**src/rtl/execute_control_pipe.sv**
```systemverilog
// Execute-stage control decoder: registered decode outputs with valid/ready handshake and MUL/DIV latency sequencing.
// Build option: define SIGN_EXT_IMM_EN to sign-extend the I-type immediate (zero-extended otherwise).
//
// state     | meaning
// ----------+-----------------------------------------------------------
// S_IDLE    | issue open, output register follows accept/drain
// S_MD_BUSY | MUL/DIV countdown running, issue stalled, out_valid low
module execute_control_pipe #(
   parameter int DATA_W     = 32,
   parameter int IMM_W      = 17,
   parameter int JIMM_W     = 27,
   parameter int MUL_CYCLES = 4,
   parameter int DIV_CYCLES = 32
) (
   input  logic              clock,
   input  logic              resetn,
   input  logic              in_valid,
   output logic              in_ready,
   input  logic [31:0]       instruction,
   input  logic [DATA_W-1:0] pc,
   input  logic              flush,
   output logic              out_valid,
   input  logic              out_ready,
   output logic [4:0]        alu_opcode,
   output logic [4:0]        ctrl_shamt,
   output logic [DATA_W-1:0] immediate_value,
   output logic [DATA_W-1:0] jump_immediate_value,
   output logic              i_signal,
   output logic              j_signal,
   output logic              jr_signal,
   output logic              md_start,
   output logic              md_busy
);

   localparam int MAX_CYC = (MUL_CYCLES > DIV_CYCLES) ? MUL_CYCLES : DIV_CYCLES;
   localparam int CNT_W   = $clog2(MAX_CYC);

   typedef enum logic {S_IDLE, S_MD_BUSY} state_t;

   state_t              r_state, w_state_nxt;
   logic [CNT_W-1:0]    r_cnt;
   logic                r_out_valid;
   logic [4:0]          r_alu_op, r_shamt;
   logic [DATA_W-1:0]   r_imm, r_jimm;
   logic                r_i, r_j, r_jr;

   logic [4:0]          w_opcode;
   logic [4:0]          w_alu_op;
   logic                w_i, w_j, w_jr;
   logic                w_is_mul, w_is_div, w_is_md;
   logic                w_accept;
   logic                w_md_done;
   logic [DATA_W-1:0]   w_imm, w_jimm;
   logic                w_unused_pc;

   assign w_opcode  = instruction[31:27];
   assign w_is_mul  = (w_opcode == 5'b00000) && (instruction[6:2] == 5'b00110);
   assign w_is_div  = (w_opcode == 5'b00000) && (instruction[6:2] == 5'b00111);
   assign w_is_md   = w_is_mul | w_is_div;
   assign w_accept  = in_valid & in_ready;
   assign w_md_done = (r_state == S_MD_BUSY) && (r_cnt == CNT_W'(1));

`ifdef SIGN_EXT_IMM_EN
   assign w_imm = {{(DATA_W-IMM_W){instruction[IMM_W-1]}}, instruction[IMM_W-1:0]};
`else
   assign w_imm = {{(DATA_W-IMM_W){1'b0}}, instruction[IMM_W-1:0]};
`endif
   assign w_jimm      = {pc[DATA_W-1:JIMM_W], instruction[JIMM_W-1:0]};
   assign w_unused_pc = ^pc[JIMM_W-1:0];

   always_comb begin
      w_alu_op = instruction[6:2];
      w_i      = 1'b0;
      w_j      = 1'b0;
      w_jr     = 1'b0;
      case (w_opcode)
         5'b00101, 5'b00111, 5'b01000: begin w_alu_op = 5'b00000; w_i = 1'b1; end
         5'b00010, 5'b00110:           begin w_alu_op = 5'b00001; w_j = 1'b1; end
         5'b00001, 5'b00011:           w_j = 1'b1;
         5'b00100:                     begin w_j = 1'b1; w_jr = 1'b1; end
         default: ;
      endcase
   end

   always_ff @(posedge clock or negedge resetn) begin
      if (!resetn) r_state <= S_IDLE;
      else         r_state <= w_state_nxt;
   end

   always_comb begin
      w_state_nxt = r_state;
      case (r_state)
         S_IDLE:    if (w_accept && w_is_md) w_state_nxt = S_MD_BUSY;
         S_MD_BUSY: if (w_md_done)           w_state_nxt = S_IDLE;
         default:   w_state_nxt = S_IDLE;
      endcase
      if (flush) w_state_nxt = S_IDLE;
   end

   always_comb begin
      in_ready = (r_state == S_IDLE) & (~r_out_valid | out_ready) & ~flush;
      md_busy  = (r_state == S_MD_BUSY);
      md_start = w_accept & w_is_md;
   end

   // Counter holds at zero once the countdown ends; it never wraps.
   always_ff @(posedge clock or negedge resetn) begin
      if (!resetn)                              r_cnt <= '0;
      else if (flush)                           r_cnt <= '0;
      else if (w_accept && w_is_mul)            r_cnt <= CNT_W'(MUL_CYCLES - 1);
      else if (w_accept && w_is_div)            r_cnt <= CNT_W'(DIV_CYCLES - 1);
      else if (md_busy && r_cnt != '0)          r_cnt <= r_cnt - CNT_W'(1);
   end

   always_ff @(posedge clock or negedge resetn) begin
      if (!resetn)        r_out_valid <= 1'b0;
      else if (flush)     r_out_valid <= 1'b0;
      else if (w_md_done) r_out_valid <= 1'b1;
      else if (w_accept)  r_out_valid <= ~w_is_md;
      else if (out_ready) r_out_valid <= 1'b0;
   end

   always_ff @(posedge clock or negedge resetn) begin
      if (!resetn) begin
         r_alu_op <= '0;
         r_shamt  <= '0;
         r_imm    <= '0;
         r_jimm   <= '0;
         r_i      <= 1'b0;
         r_j      <= 1'b0;
         r_jr     <= 1'b0;
      end else if (w_accept) begin
         r_alu_op <= w_alu_op;
         r_shamt  <= instruction[11:7];
         r_imm    <= w_imm;
         r_jimm   <= w_jimm;
         r_i      <= w_i;
         r_j      <= w_j;
         r_jr     <= w_jr;
      end
   end

   assign out_valid            = r_out_valid;
   assign alu_opcode           = r_alu_op;
   assign ctrl_shamt           = r_shamt;
   assign immediate_value      = r_imm;
   assign jump_immediate_value = r_jimm;
   assign i_signal             = r_i;
   assign j_signal             = r_j;
   assign jr_signal            = r_jr;

endmodule

```
**config.mk**
```make
export PLATFORM = sky130hd
export DESIGN_NAME = execute_control_pipe
export DESIGN_NICKNAME = d
export VERILOG_FILES = /design/src/rtl/execute_control_pipe.sv
export SDC_FILE = /design/constraint.sdc
export NUM_CORES = 1
export LEC_CHECK = 0
export BUFFER_PORTS_ARGS = -buffer_cell sky130_fd_sc_hd__buf_4
export CORE_MARGIN = 3
export CORE_UTILIZATION = 42
export CTS_CLUSTER_SIZE = 10
export DETAILED_ROUTE_END_ITERATION = 7
export GPL_ROUTABILITY_DRIVEN = 0
export GPL_TIMING_DRIVEN = 0
export HOLD_SLACK_MARGIN = 0.05
export PLACE_DENSITY_LB_ADDON = 0.25
export SKIP_CTS_REPAIR_TIMING = 1
export SYNTH_ARGS = -nofsm -noshare
export SYNTH_HDL_FRONTEND = slang
export SYNTH_SLANG_ARGS = --single-unit
```
**constraint.sdc**
```tcl
create_clock -name clock -period 1.92 [get_ports clock]
set_input_delay 0.288 -clock clock [delete_from_list [all_inputs] [get_ports clock]]
set_output_delay 0.288 -clock clock [all_outputs]
set_load 0.01 [all_outputs]
```
Word level (Yosys, flattened, before mapping)

Cells that the tools add are included.

Flip-flop bits (word level): 69
Output and inout port bits: 81

$add $sub $neg: 1
Equality and inequality tests: 11
Multiplexer cells: 16
Bitwise operators: 10
Reduce and logical (&&, ||, !) cells: 14

Operators by type and width:

| kind                                              | number |
|---|---|
| == test 5 x 3 -> 1 bit (second input constant)    | 6 |
| two-way mux 5 bit                                 | 4 |
| == test 5 x 1 -> 1 bit (second input constant)    | 2 |
| == test 5 x 2 -> 1 bit (second input constant)    | 2 |
| two-way mux 1 bit                                 | 10 |
| one-hot mux 5 bit (2 select lines)                | 1 |
| nonzero test 4 bit                                | 2 |
| logical AND 1 bit                                 | 7 |
| == test 5 x 4 -> 1 bit (second input constant)    | 1 |
| zero test 5 bit                                   | 1 |
| nonzero test 5 bit                                | 1 |
| OR reduction 5 bit                                | 1 |
| subtractor 5 x 1 -> 5 bit (second input constant) | 1 |
| bitwise AND 1 bit                                 | 4 |
| NOT 1 bit                                         | 4 |
| OR reduction 3 bit                                | 1 |
| bitwise OR 1 bit                                  | 2 |
| one-hot mux 1 bit (2 select lines)                | 1 |
| OR reduction 2 bit                                | 1 |

Longest topological paths before layout

Gate-level depths: netlist of the first run.

Depth in word-level cells: 9
Depth in mapped cells: 7
Mapped depth without buffers: 6

Worst setup path after synthesis of the first run

Ideal clock, no wire load.

Kind: register to register
From: reg r_out_valid (netlist: out_valid)
To: reg r_j (netlist: j_signal)
Period minus slack after synthesis: 1.489 ns
Arrival time: 1.360 ns
Stages on the path, launching flop included: 8
Path slack: 0.431 ns
Buffers on the path: 2
Path through: dfrtp_1 > nor2b_1 > nor3_2 > nand2_1 > buf_2 > buf_6 > nand2_1 > nand2_1

Cells in the longest elaborated chain, start to end: 5

RTL lines:

| element                        | line | text |
|---|---|---|
| from (decl)                    | 42   | `logic r_out_valid;` |
| from (signal assigned)         | 119  | `else if (w_accept) r_out_valid <= ~w_is_md;` |
| NOT 1 bit                      | 101  | `in_ready = (r_state == S_IDLE) & (~r_out_valid \| out_ready) & ~flush;` |
| bitwise OR 1 bit               | 101  |  |
| bitwise AND 1 bit (2 in a row) | 101  |  |
| via in_ready                   | 18   | `output logic in_ready,` |
| bitwise AND 1 bit              | 60   | `assign w_accept = in_valid & in_ready;` |
| to (signal assigned)           | 138  | `r_j <= w_j;` |
| to (decl)                      | 45   | `logic r_i, r_j, r_jr;` |

The timed path passes the listed nets, and every way through them passes these cells.
A chain may end at the register's enable or synchronous reset.

Worst setup path in the final report of the first run

From: reg r_out_valid (netlist: out_valid)
To: out md_start

Cells in the longest elaborated chain, start to end: 6

RTL lines:

| element                        | line | text |
|---|---|---|
| NOT 1 bit                      | 101  |  |
| bitwise OR 1 bit               | 101  |  |
| bitwise AND 1 bit (2 in a row) | 101  |  |
| bitwise AND 1 bit              | 60   |  |
| bitwise AND 1 bit              | 103  | `md_start = w_accept & w_is_md;` |
| to (decl)                      | 31   | `output logic md_start,` |

Every way passes these cells.

==> flow_summary.toml, run 1 <==
[pwr]
ir_drop_uv = 334
leakage_nw = 1.87
finalPower_mw = 2.56
power_density_nw_per_um2 = 773

[finish]
area_delta_synth_final_pct = 45.7
multiInputGateArea_um2 = 816
fillerInstances = 473
utilization_pct = 64.1
final_layout_size_suffix_gt1_share_pct = 44.1
register_area_um2 = 1180
final_area_um2 = 3320
nets = 450
diodes = 0

[yosys]
async_flop_share_pct = 100
avgSynthCellArea_um2 = 9.10
yosysWarnings = 0
synth_most_common_cell = "nand2_1"
synth_top_cell_by_area = "dfrtp_1"
synth_flop_cell = "dfrtp_1"
ys_types = 34
synth_top_area_share_pct = 51.7
ys_top_cells_by_area = "dfrtp_1 52%, nand2_1 17%, buf_4 12%"
synth_common_cells = "103 x nand2_1, 47 x dfrtp_1, 37 x buf_4"
synth_edf_count = 0
syn_area_um2 = 2280
seq_area_frac_synth_pct = 51.7
synthesis.instances = 250
ys_ff_latch = 47

[route]
wl_per_cell_um = 12.1
vias_per_cell = 4.49
drt-total-wl_mm = 5.42
drcViolationCount = 0
first_iter_violations = 59
ant_nets = 0
vias = 2017
dr.pass1.iters = 4

[grt]
grt_max_degree = 48
antenna_found_initial = 0
grt-ovfl-total = 0
grt_pass1_wl_mm = 8.60
grt_pass1_vias = 1867
grt_usage_pct = 17.4

[clock_tree]
clk_path_buf_depth = 2
ctsRootBufferMaster = "clkbuf_8"
htreeDepth = 2
tritoncts = "done"
clkTransAtPathRegs_ns = 0.08
clock_latency_ns = 0.29
cts_inserted_buffers = 5
clkSinkCount = 47

[run_status]
outcome = "finished, final reports clean"

[placed_design]
io_buffers = 107
postPlaceCellArea_um2 = 3220
hpwl_mm = 4.20
place_ws_ns = 0.341

[critical_path]
worstPathCellList = "nor2b_1 > nor3_2 > and3_4 > buf_4"
crit_path_start_kind = "flop"
worst_ep_required_time_ns = 1.63
arrival_ns = 1.37
path_buf_inv = 1
critical_path_class = "reg -> out"
critPathMaxStageDelay_ns = 0.38
cp_top_family = "simple AND/OR/NAND/NOR gates"
cp-end-kind = "output pin"
crit_path_max_fanout = 3
rrSetupSlack_ns = 0.37
crit_slowest_cell = "dfrtp_1"

[sta]
min_period_over_period_pct = 86.5
slew_headroom_pct = 60.5
worst_clock_skew_ns = 0.00603
tightest_slew_ns = 0.592
rsz0062_at_grt = "no"
maxSlewViolCount = 0
setup_viol = 0
setup_slack_ns = 0.259
finalHoldViolCount = 0
period_minus_slack_ns = 1.66
max_freq_mhz = 602
fin_setup_tns_ns = 0

[job]
cap_violations = 0

[floorplan]
die-height_um = 79.6
die-area_um2 = 6340
start_util_pct = 44.0
num_io_pins = 150
die_x_um = 79.6
num_rows = 26
core_um2 = 5170

[hold_path]
worst_hold_path_type = "in -> reg"
-- path summary, 6_finish.rpt --
path,from,end,depth (start not counted)
worst max-delay path,out_valid,md_start,4
worst min-delay path,instruction[16],jump_immediate_value[16],3
worst max register to register,out_valid,r_cnt[3],5
worst min register to register,jump_immediate_value[29],jump_immediate_value[29],2
max in group asynchronous,resetn,jump_immediate_value[12],2
min in group asynchronous,resetn,jump_immediate_value[2],2
-- routing by layer --
metal / up-vias / global-route usage [%] / share of wire (%)
met5: - / 0 / 0
met4: 0 / 6.01 / 1.1
met3: 7 / 4.74 / 8.2
met2: 72 / 30.2 / 52
met1: 929 / 20.6 / 39
li1: 1009 / - / -
-- placed cells by master (no fill, tap or decap), types with 3 or more instances in the layout --
| cell type | n |
|---|---|
| inv_1 | 4 |
| nand3_1 | 3 |
| buf_2 | 5 |
| dfrtp_1 | 47 |
| nor2_1 | 6 |
| a22o_1 | 4 |
| a21oi_1 | 7 |
| buf_4 | 144 |
| nand2_1 | 103 |
| conb_1 | 15 |
| clkbuf_8 | 6 |
-- area by class of cell --
| cell class | count | share of cell area, % |
|---|---|---|
| Buffer | 45 | 9.69 |
| Clock buffer | 6 | 2.49 |
| Clock inverter | 1 | 0.151 |
| Inverter | 4 | 0.453 |
| Multi-Input combinational cell | 168 | 24.6 |
| Sequential cell | 47 | 35.5 |
| Tap cell | 70 | 2.64 |
| Timing Repair Buffer | 108 | 24.5 |
-- sequential cells by signal, summed over array words and instances (netlist names) --
signal	count
out_valid	1
jr_signal	1
alu_opcode	5
i_signal	1
ctrl_shamt	4
r_cnt	5
j_signal	1
md_busy	1
jump_immediate_value	28
-- stage by stage --
| step | std cells | hold WS (ns) |
|---|---|---|
| after global routing | 449 | 0.169 |
| after detailed placement | 441 | 0.346 |
| final | 449 | 0.179 |
| after global placement | 441 | 0.344 |
| after floorplan | 264 | -0.00759 |
| after CTS | 448 | 0.0174 |
-- power breakdown --
| group | leakage, nW | internal (mW) | switching (mW) |
|---|---|---|---|
| Combinational | 1.23 | 0.444 | 0.336 |
| Sequential | 0.596 | 1.11 | 0.0801 |
| Clock | 0.0470 | 0.283 | 0.313 |
| Total | 1.87 | 1.83 | 0.729 |
-- worst min-delay path: cells and delay by family --
| family | cells | cell delay, ns |
|---|---|---|
| simple gates | 2 | 0.08 |
| buf+inv | 1 | 0.08 |
-- kinds of logic (layout without fill, tap and decap cells) --
kind of cell / after synthesis / after routing / share of synthesized area [%]
muxes: 1 / 1 / 0.495
DFF: 47 / 47 / 51.7
buffers and inverters: 49 / 164 / 14.8
AOI/OAI and AO/OA: 22 / 22 / 6.76
other: 1 / 15 / 0.165
adders and majority gates: 2 / 2 / 1.10
and+or+nand+nor: 126 / 126 / 24.2
xor gates and xnor gates: 2 / 2 / 0.770
(Power assumes the default switching activity.)
==> inputs of run 2 (changes only) <==
--- a/config.mk
+++ b/config.mk
@@ -5,9 +5,10 @@
 export SDC_FILE = /design/constraint.sdc
 export NUM_CORES = 1
 export LEC_CHECK = 0
+export ABC_AREA = 1
 export BUFFER_PORTS_ARGS = -buffer_cell sky130_fd_sc_hd__buf_4
 export CORE_MARGIN = 3
-export CORE_UTILIZATION = 42
+export CORE_UTILIZATION = 43
 export CTS_CLUSTER_SIZE = 10
 export DETAILED_ROUTE_END_ITERATION = 7
 export GPL_ROUTABILITY_DRIVEN = 0
==> run 2 against run 1 <==
Compared with the run above:
- critical path depth unchanged
- utilization increased by 1.7 points
- design area rose by 3.9%
- global-route usage rose by 0.77 points
- final cell count up 10%
- via count rose by 12%
- worst setup slack got worse by 0.11 ns
- hold slack worse by 0.0042 ns
- area after synthesis is 5.5% higher
- maximum frequency decreased by 6.1%
- first-iteration DRC count is 63% higher
- critical endpoint unchanged
==> flow_summary.toml, run 2 <==
[run_status]
outcome = "finished, final reports clean"

[yosys]
syn_area_um2 = 2400
synth_flop_cell = "dfrtp_1"
avgSynthCellArea_um2 = 8.11
synth_edf_count = 0
synth-xor-area-share_pct = 0.730
synth-compound-area-share_pct = 3.18
ys_ff_latch = 47
ys_types = 25
seq_area_frac_synth_pct = 49.0
synth_mux_area_share_pct = 0
synth_top_area_share_pct = 49.0
synth_most_common_cell = "nand2_1"
yosysWarnings = 0
synth_common_cells = "132 x nand2_1, 47 x dfrtp_1, 38 x buf_4"
synth_top_family_by_area = "simple AND/OR/NAND/NOR gates"
synth_simple_gate_area_share_pct = 30.2
synth_top_cell_by_area = "dfrtp_1"
yosys.area_share.adder_pct = 1.04
async_flop_share_pct = 100
ys_top_cells_by_area = "dfrtp_1 49%, nand2_1 21%, buf_4 12%"
synthesis.instances = 296

[floorplan]
core_um2 = 5240
die_x_um = 80.7
die-height_um = 80.7
start_util_pct = 45.8
num_rows = 26
die-area_um2 = 6520
num_io_pins = 150

[placed_design]
hpwl_mm = 4.62
dp.cells = 487
io_buffers = 107
postPlaceCellArea_um2 = 3340
place_ws_ns = 0.394

[pwr]
pwr-share-seq_pct = 45.3
ir_drop_uv = 487
power_density_nw_per_um2 = 776
p_int_mw = 1.85
comb_power_share_pct = 32.6
clkPwrFrac_pct = 22.1
leakage_nw = 2.01
finalPower_mw = 2.67
switching_share_pct = 30.8
switching_power_uw = 823

[critical_path]
crit_path_max_fanout = 9
worstPathCellList = "nor2_4 > nand3_4 > nor3_2 > buf_4"
path_buf_inv = 1
cp-end-kind = "output pin"
critical_path_class = "reg -> out"
crit_slowest_cell = "dfrtp_1"
arrival_ns = 1.48
crit_path_start_kind = "flop"
critPathMaxStageDelay_ns = 0.47
cp_top_family = "simple AND/OR/NAND/NOR gates"
worst_ep_required_time_ns = 1.63

[route]
drt-total-wl_mm = 5.87
first_iter_violations = 96
vias_per_cell = 4.54
wl_per_cell_um = 11.8
drcViolationCount = 0
vias = 2253
dr.pass1.iters = 4
ant_nets = 0

[sta]
hold_slack_ns = 0.174
slew_headroom_pct = 61.4
setup_slack_ns = 0.151
min_period_over_period_pct = 92.1
fin_setup_tns_ns = 0
worst_clock_skew_ns = 0.00361
tightest_slew_ns = 0.579
period_minus_slack_ns = 1.77
setup_viol = 0
max_freq_mhz = 565
finalHoldViolCount = 0
maxSlewViolCount = 0
rsz0062_at_grt = "no"

[finish]
largest_register_ffs = 28
area_delta_synth_final_pct = 43.6
final_cell_count_no_fill = 496
diodes = 0
mostFrequentLayoutCell = "buf_4"
final_cell_mix = "145 x buf_4, 132 x nand2_1, 47 x dfrtp_1"
utilization_pct = 65.8
fillerInstances = 455
nets = 496
final_layout_size_suffix_gt1_share_pct = 39.4
final_area_um2 = 3450

[grt]
grt_pass1_vias = 2109
grt-ovfl-total = 0
grt_max_degree = 48
antenna_found_initial = 0
grt_usage_pct = 18.2
grt_pass1_wl_mm = 9.29

[clock_tree]
clkSinkCount = 47
cts_inserted_buffers = 5
clock_latency_ns = 0.30
clkTransAtPathRegs_ns = 0.08
tritoncts = "done"
ctsRootBufferMaster = "clkbuf_8"
htreeDepth = 2
clk_path_buf_depth = 2

[hold_path]
worst_hold_path_type = "in -> reg"

[job]
cap_violations = 0
[run 2: changes by cell type in the layout (fill, tap and decap cells not counted), sizes merged, moves of 3 or more]
cell | before | now
nand3 | 3 | 13
nand2 | 104 | 134
inv | 4 | 18
o21ai | 3 | 6
nor2 | 6 | 19
nor4b | 3 | 0
a22o | 4 | 0
[run 2: worst paths after layout]
check                                           endpoint  slack (ns)  cells after the start                      from
worst min register to register  jump_immediate_value[24]        0.49                      2  jump_immediate_value[24]
worst max-delay path                            md_start        0.15                      4                   md_busy
worst max register to register                  r_cnt[1]        0.46                      8                  r_cnt[0]
min in group asynchronous       jump_immediate_value[21]        0.54                      2                    resetn
max in group asynchronous                       r_cnt[4]        0.98                      2                    resetn
worst min-delay path            jump_immediate_value[14]        0.17                      3           instruction[14]
[run 2: cell type report]
class	count	area [µm²]	area share [%]
plain buffers	44	314	9.11
clock buffers	5	68.8	2.00
clock inverters	3	18.8	0.544
inverters	17	63.8	1.85
multi-input cells	202	905	26.2
flip-flops and latches	47	1180	34.1
well taps	70	87.6	2.54
repair buffers	108	813	23.6
[run 2: worst register-to-register path, cell delays in order (launching register included)]
cell and delay (ns):
dfrtp_1 0.42, inv_1 0.09, ha_1 0.20, nand3_1 0.12, nand2_1 0.12, nand2_4 0.08, nor2_2 0.22, nand2_1 0.09
nand2_1 0.07
[run 2: cell families (layout without fill, tap and decap cells)]
logic type / after synthesis / in the layout
and+or+nand+nor: 169 / 169
buffers and inverters: 61 / 177
DFF: 47 / 47
AOI/OAI and AO/OA: 14 / 14
adders and majority gates: 2 / 2
xor gates and xnor gates: 2 / 2
other: 1 / 15
[run 2: power groups by stage]
stage,Combinational (mW),Sequential [mW],Clock [mW]
floorplan,0.368,1.28,0
global placement,0.858,1.22,0
detailed placement,0.878,1.23,0
CTS,0.880,1.21,0.616
global route,0.956,1.23,0.655
finish,0.871,1.21,0.591
[run 2: per-layer routing]
layer | vias to the layer above | share of wire [%] | GRT usage (%)
met4 | 0 | 1.6 | 6.76
li1 | 1115 | - | -
met3 | 11 | 9.8 | 3.81
met5 | - | 0 | 0
met1 | 1035 | 38 | 20.6
met2 | 92 | 51 | 33.3
==> inputs of run 3 (changes only) <==
--- a/config.mk
+++ b/config.mk
@@ -5,10 +5,9 @@
 export SDC_FILE = /design/constraint.sdc
 export NUM_CORES = 1
 export LEC_CHECK = 0
-export ABC_AREA = 1
 export BUFFER_PORTS_ARGS = -buffer_cell sky130_fd_sc_hd__buf_4
 export CORE_MARGIN = 3
-export CORE_UTILIZATION = 43
+export CORE_UTILIZATION = 38
 export CTS_CLUSTER_SIZE = 10
 export DETAILED_ROUTE_END_ITERATION = 7
 export GPL_ROUTABILITY_DRIVEN = 0
==> constraint.sdc (replaced) <==
create_clock -name clock -period 1.4 [get_ports clock]
set_input_delay 0.21 -clock clock [delete_from_list [all_inputs] [get_ports clock]]
set_output_delay 0.21 -clock clock [all_outputs]
set_load 0.01 [all_outputs]
==> run 3 against run 2 <==
Compared with the run above:
- the run now ends with setup timing left
- critical path depth did not move
- non-clock buffer count up 15
- clock power increased by 33%
- hold slack worse by 0.079 ns
- design area rose by 3.2%
- die area rose by 6.7%
- worst setup slack lost 0.28 ns
- register-to-register slack got worse by 0.54 ns
- sequential power grew 36%
- via count is 7.2% lower
- first-iteration DRC count shrank 23%
- critical endpoint unchanged
==> flow_summary.toml, run 3 (synthesis gave the netlist of run 1 again) <==
[sta]
setup_slack_ns = -0.125
slew_headroom_pct = 56.8
period_minus_slack_ns = 1.52
min_period_over_period_pct = 109
rsz0062_at_grt = "yes"
finalHoldViolCount = 0
worst_clock_skew_ns = 0.00726
max_freq_mhz = 656
setup_viol = 7
maxSlewViolCount = 0
tightest_slew_ns = 0.639

[pwr]
clkPwrFrac_pct = 22.1
leakage_nw = 1.98
switching_power_mw = 1.04
ir_drop_uv = 558
pwr-share-seq_pct = 46.1
power_density_nw_per_um2 = 997
p_int_mw = 2.51
comb_power_share_pct = 31.8
switching_share_pct = 29.3

[critical_path]
path_buf_inv = 1
rrSetupSlack_ns = -0.08
worst_ep_required_time_ns = 1.19
ff2ff_path_depth = 6
crit_path_max_fanout = 3
critical_path_class = "reg -> out"
reg2reg_to = "r_cnt[3]"
cp_top_family = "simple AND/OR/NAND/NOR gates"
worstPathCellList = "nor2b_4 > nor3_4 > and3_4 > buf_6"
r2r_start = "r_cnt[0]"
arrival_ns = 1.31
crit_path_start_kind = "flop"
crit_slowest_cell = "dfrtp_1"
cp-end-kind = "output pin"
critPathMaxStageDelay_ns = 0.39

[grt]
grt_pass1_wl_mm = 8.98
antenna_found_initial = 0
grt_pass1_vias = 1900
grt_max_degree = 48
grt-ovfl-total = 0
grt_usage_pct = 15.9

[clock_tree]
clk_path_buf_depth = 2
clkSinkCount = 47
htreeDepth = 2
cts_inserted_buffers = 5
clock_latency_ns = 0.29
ctsRootBufferMaster = "clkbuf_8"
clkTransAtPathRegs_ns = 0.09
tritoncts = "done"

[finish]
area_delta_synth_final_pct = 56.3
diodes = 0
mostFrequentLayoutCell = "buf_4"
final_cell_count_no_fill = 466
final_area_um2 = 3560
nets = 464
fillerInstances = 498
register_area_um2 = 1180
final_layout_size_suffix_gt1_share_pct = 49.7
multiInputGateArea_um2 = 905
largest_register_ffs = 28
final_cell_mix = "154 x buf_4, 99 x nand2_1, 46 x dfrtp_1"

[job]
cap_violations = 0

[route]
vias_per_cell = 4.49
drt-total-wl_mm = 5.84
ant_nets = 0
wl_per_cell_um = 12.5
vias = 2091
dr.pass1.iters = 5
first_iter_violations = 74
drcViolationCount = 0

[hold_path]
min_delay_path_depth = 3
worst_hold_path_type = "in -> reg"
holdCritStartpoint = "instruction[9]"
min_to = "ctrl_shamt[2]"

[placed_design]
io_buffers = 107
hpwl_mm = 4.35
postPlaceCellArea_um2 = 3250
dp.cells = 443

[floorplan]
die-height_um = 83.4
start_util_pct = 40.3
die_x_um = 83.4
num_rows = 27
core_um2 = 5640
num_io_pins = 150
die-area_um2 = 6950

[run_status]
outcome = "complete, but fails checks"
violations = "setup timing"
[run 3: worst reg2reg max path, delay by kind of cell (launching register included)]
family	cells	cell delay, ns
adder cells (fa/ha/maj)	1	0.17
flip-flops	1	0.39
AND/OR/NAND/NOR	1	0.29
buffers and inverters	1	0.07
AO/OA/AOI/OAI	2	0.31
XOR/XNOR	1	0.14
[run 3: power by group through the flow]
| stage | Sequential, mW | Clock [mW] | Combinational (mW) |
|---|---|---|---|
| global placement | 1.65 | 0 | 1.07 |
| finish | 1.64 | 0.784 | 1.13 |
| CTS | 1.64 | 0.819 | 1.10 |
| global route | 1.66 | 0.879 | 1.22 |
| detailed placement | 1.66 | 0 | 1.10 |
| floorplan | 1.73 | 0 | 0.428 |
[run 3: per-stage QoR]
stage               hold WS [ns]  util [%]  worst slack [ns]  setup TNS, ns  total power, mW
finish                    0.0956      63.1            -0.125         -0.342             3.55
global route              0.0929      63.1            -0.181          -1.93             3.76
CTS                      -0.0651      59.1            -0.249          -5.73             3.56
detailed placement         0.258      57.6            -0.175          -4.43             2.76
global placement           0.261      57.6            -0.150          -3.43             2.73
floorplan                -0.0856         -           -0.0346        -0.0565             2.15
[run 3: final cells by class]
type / count / area share (%)
clock inverters: 3 / 0.422
plain buffers: 45 / 10.1
well taps: 72 / 2.53
flip-flops and latches: 47 / 33.1
inverters: 4 / 0.422
clock buffers: 5 / 1.93
repair buffers: 122 / 26.1
multi-input cells: 168 / 25.4
[run 3: layer usage]
layer / vias to the layer above / routed length, µm / track usage (%)
li1: 1039 / - / -
met1: 972 / 2350 / 18.3
met2: 73 / 2960 / 28.0
met3: 7 / 459 / 4.86
met4: 0 / 68 / 5.05
met5: - / 0 / 0
[run 3: worst max path at each step]
stage                         start        to  slack (ns)  cells after the start
after global routing      out_valid  md_start       -0.18                      4
after CTS                 out_valid  md_start       -0.25                      4
final                     out_valid  md_start       -0.12                      4
after floorplan           out_valid  i_signal       -0.03                      4
after global placement    out_valid  r_cnt[3]       -0.15                      5
after detailed placement  out_valid  r_cnt[3]       -0.17                      5
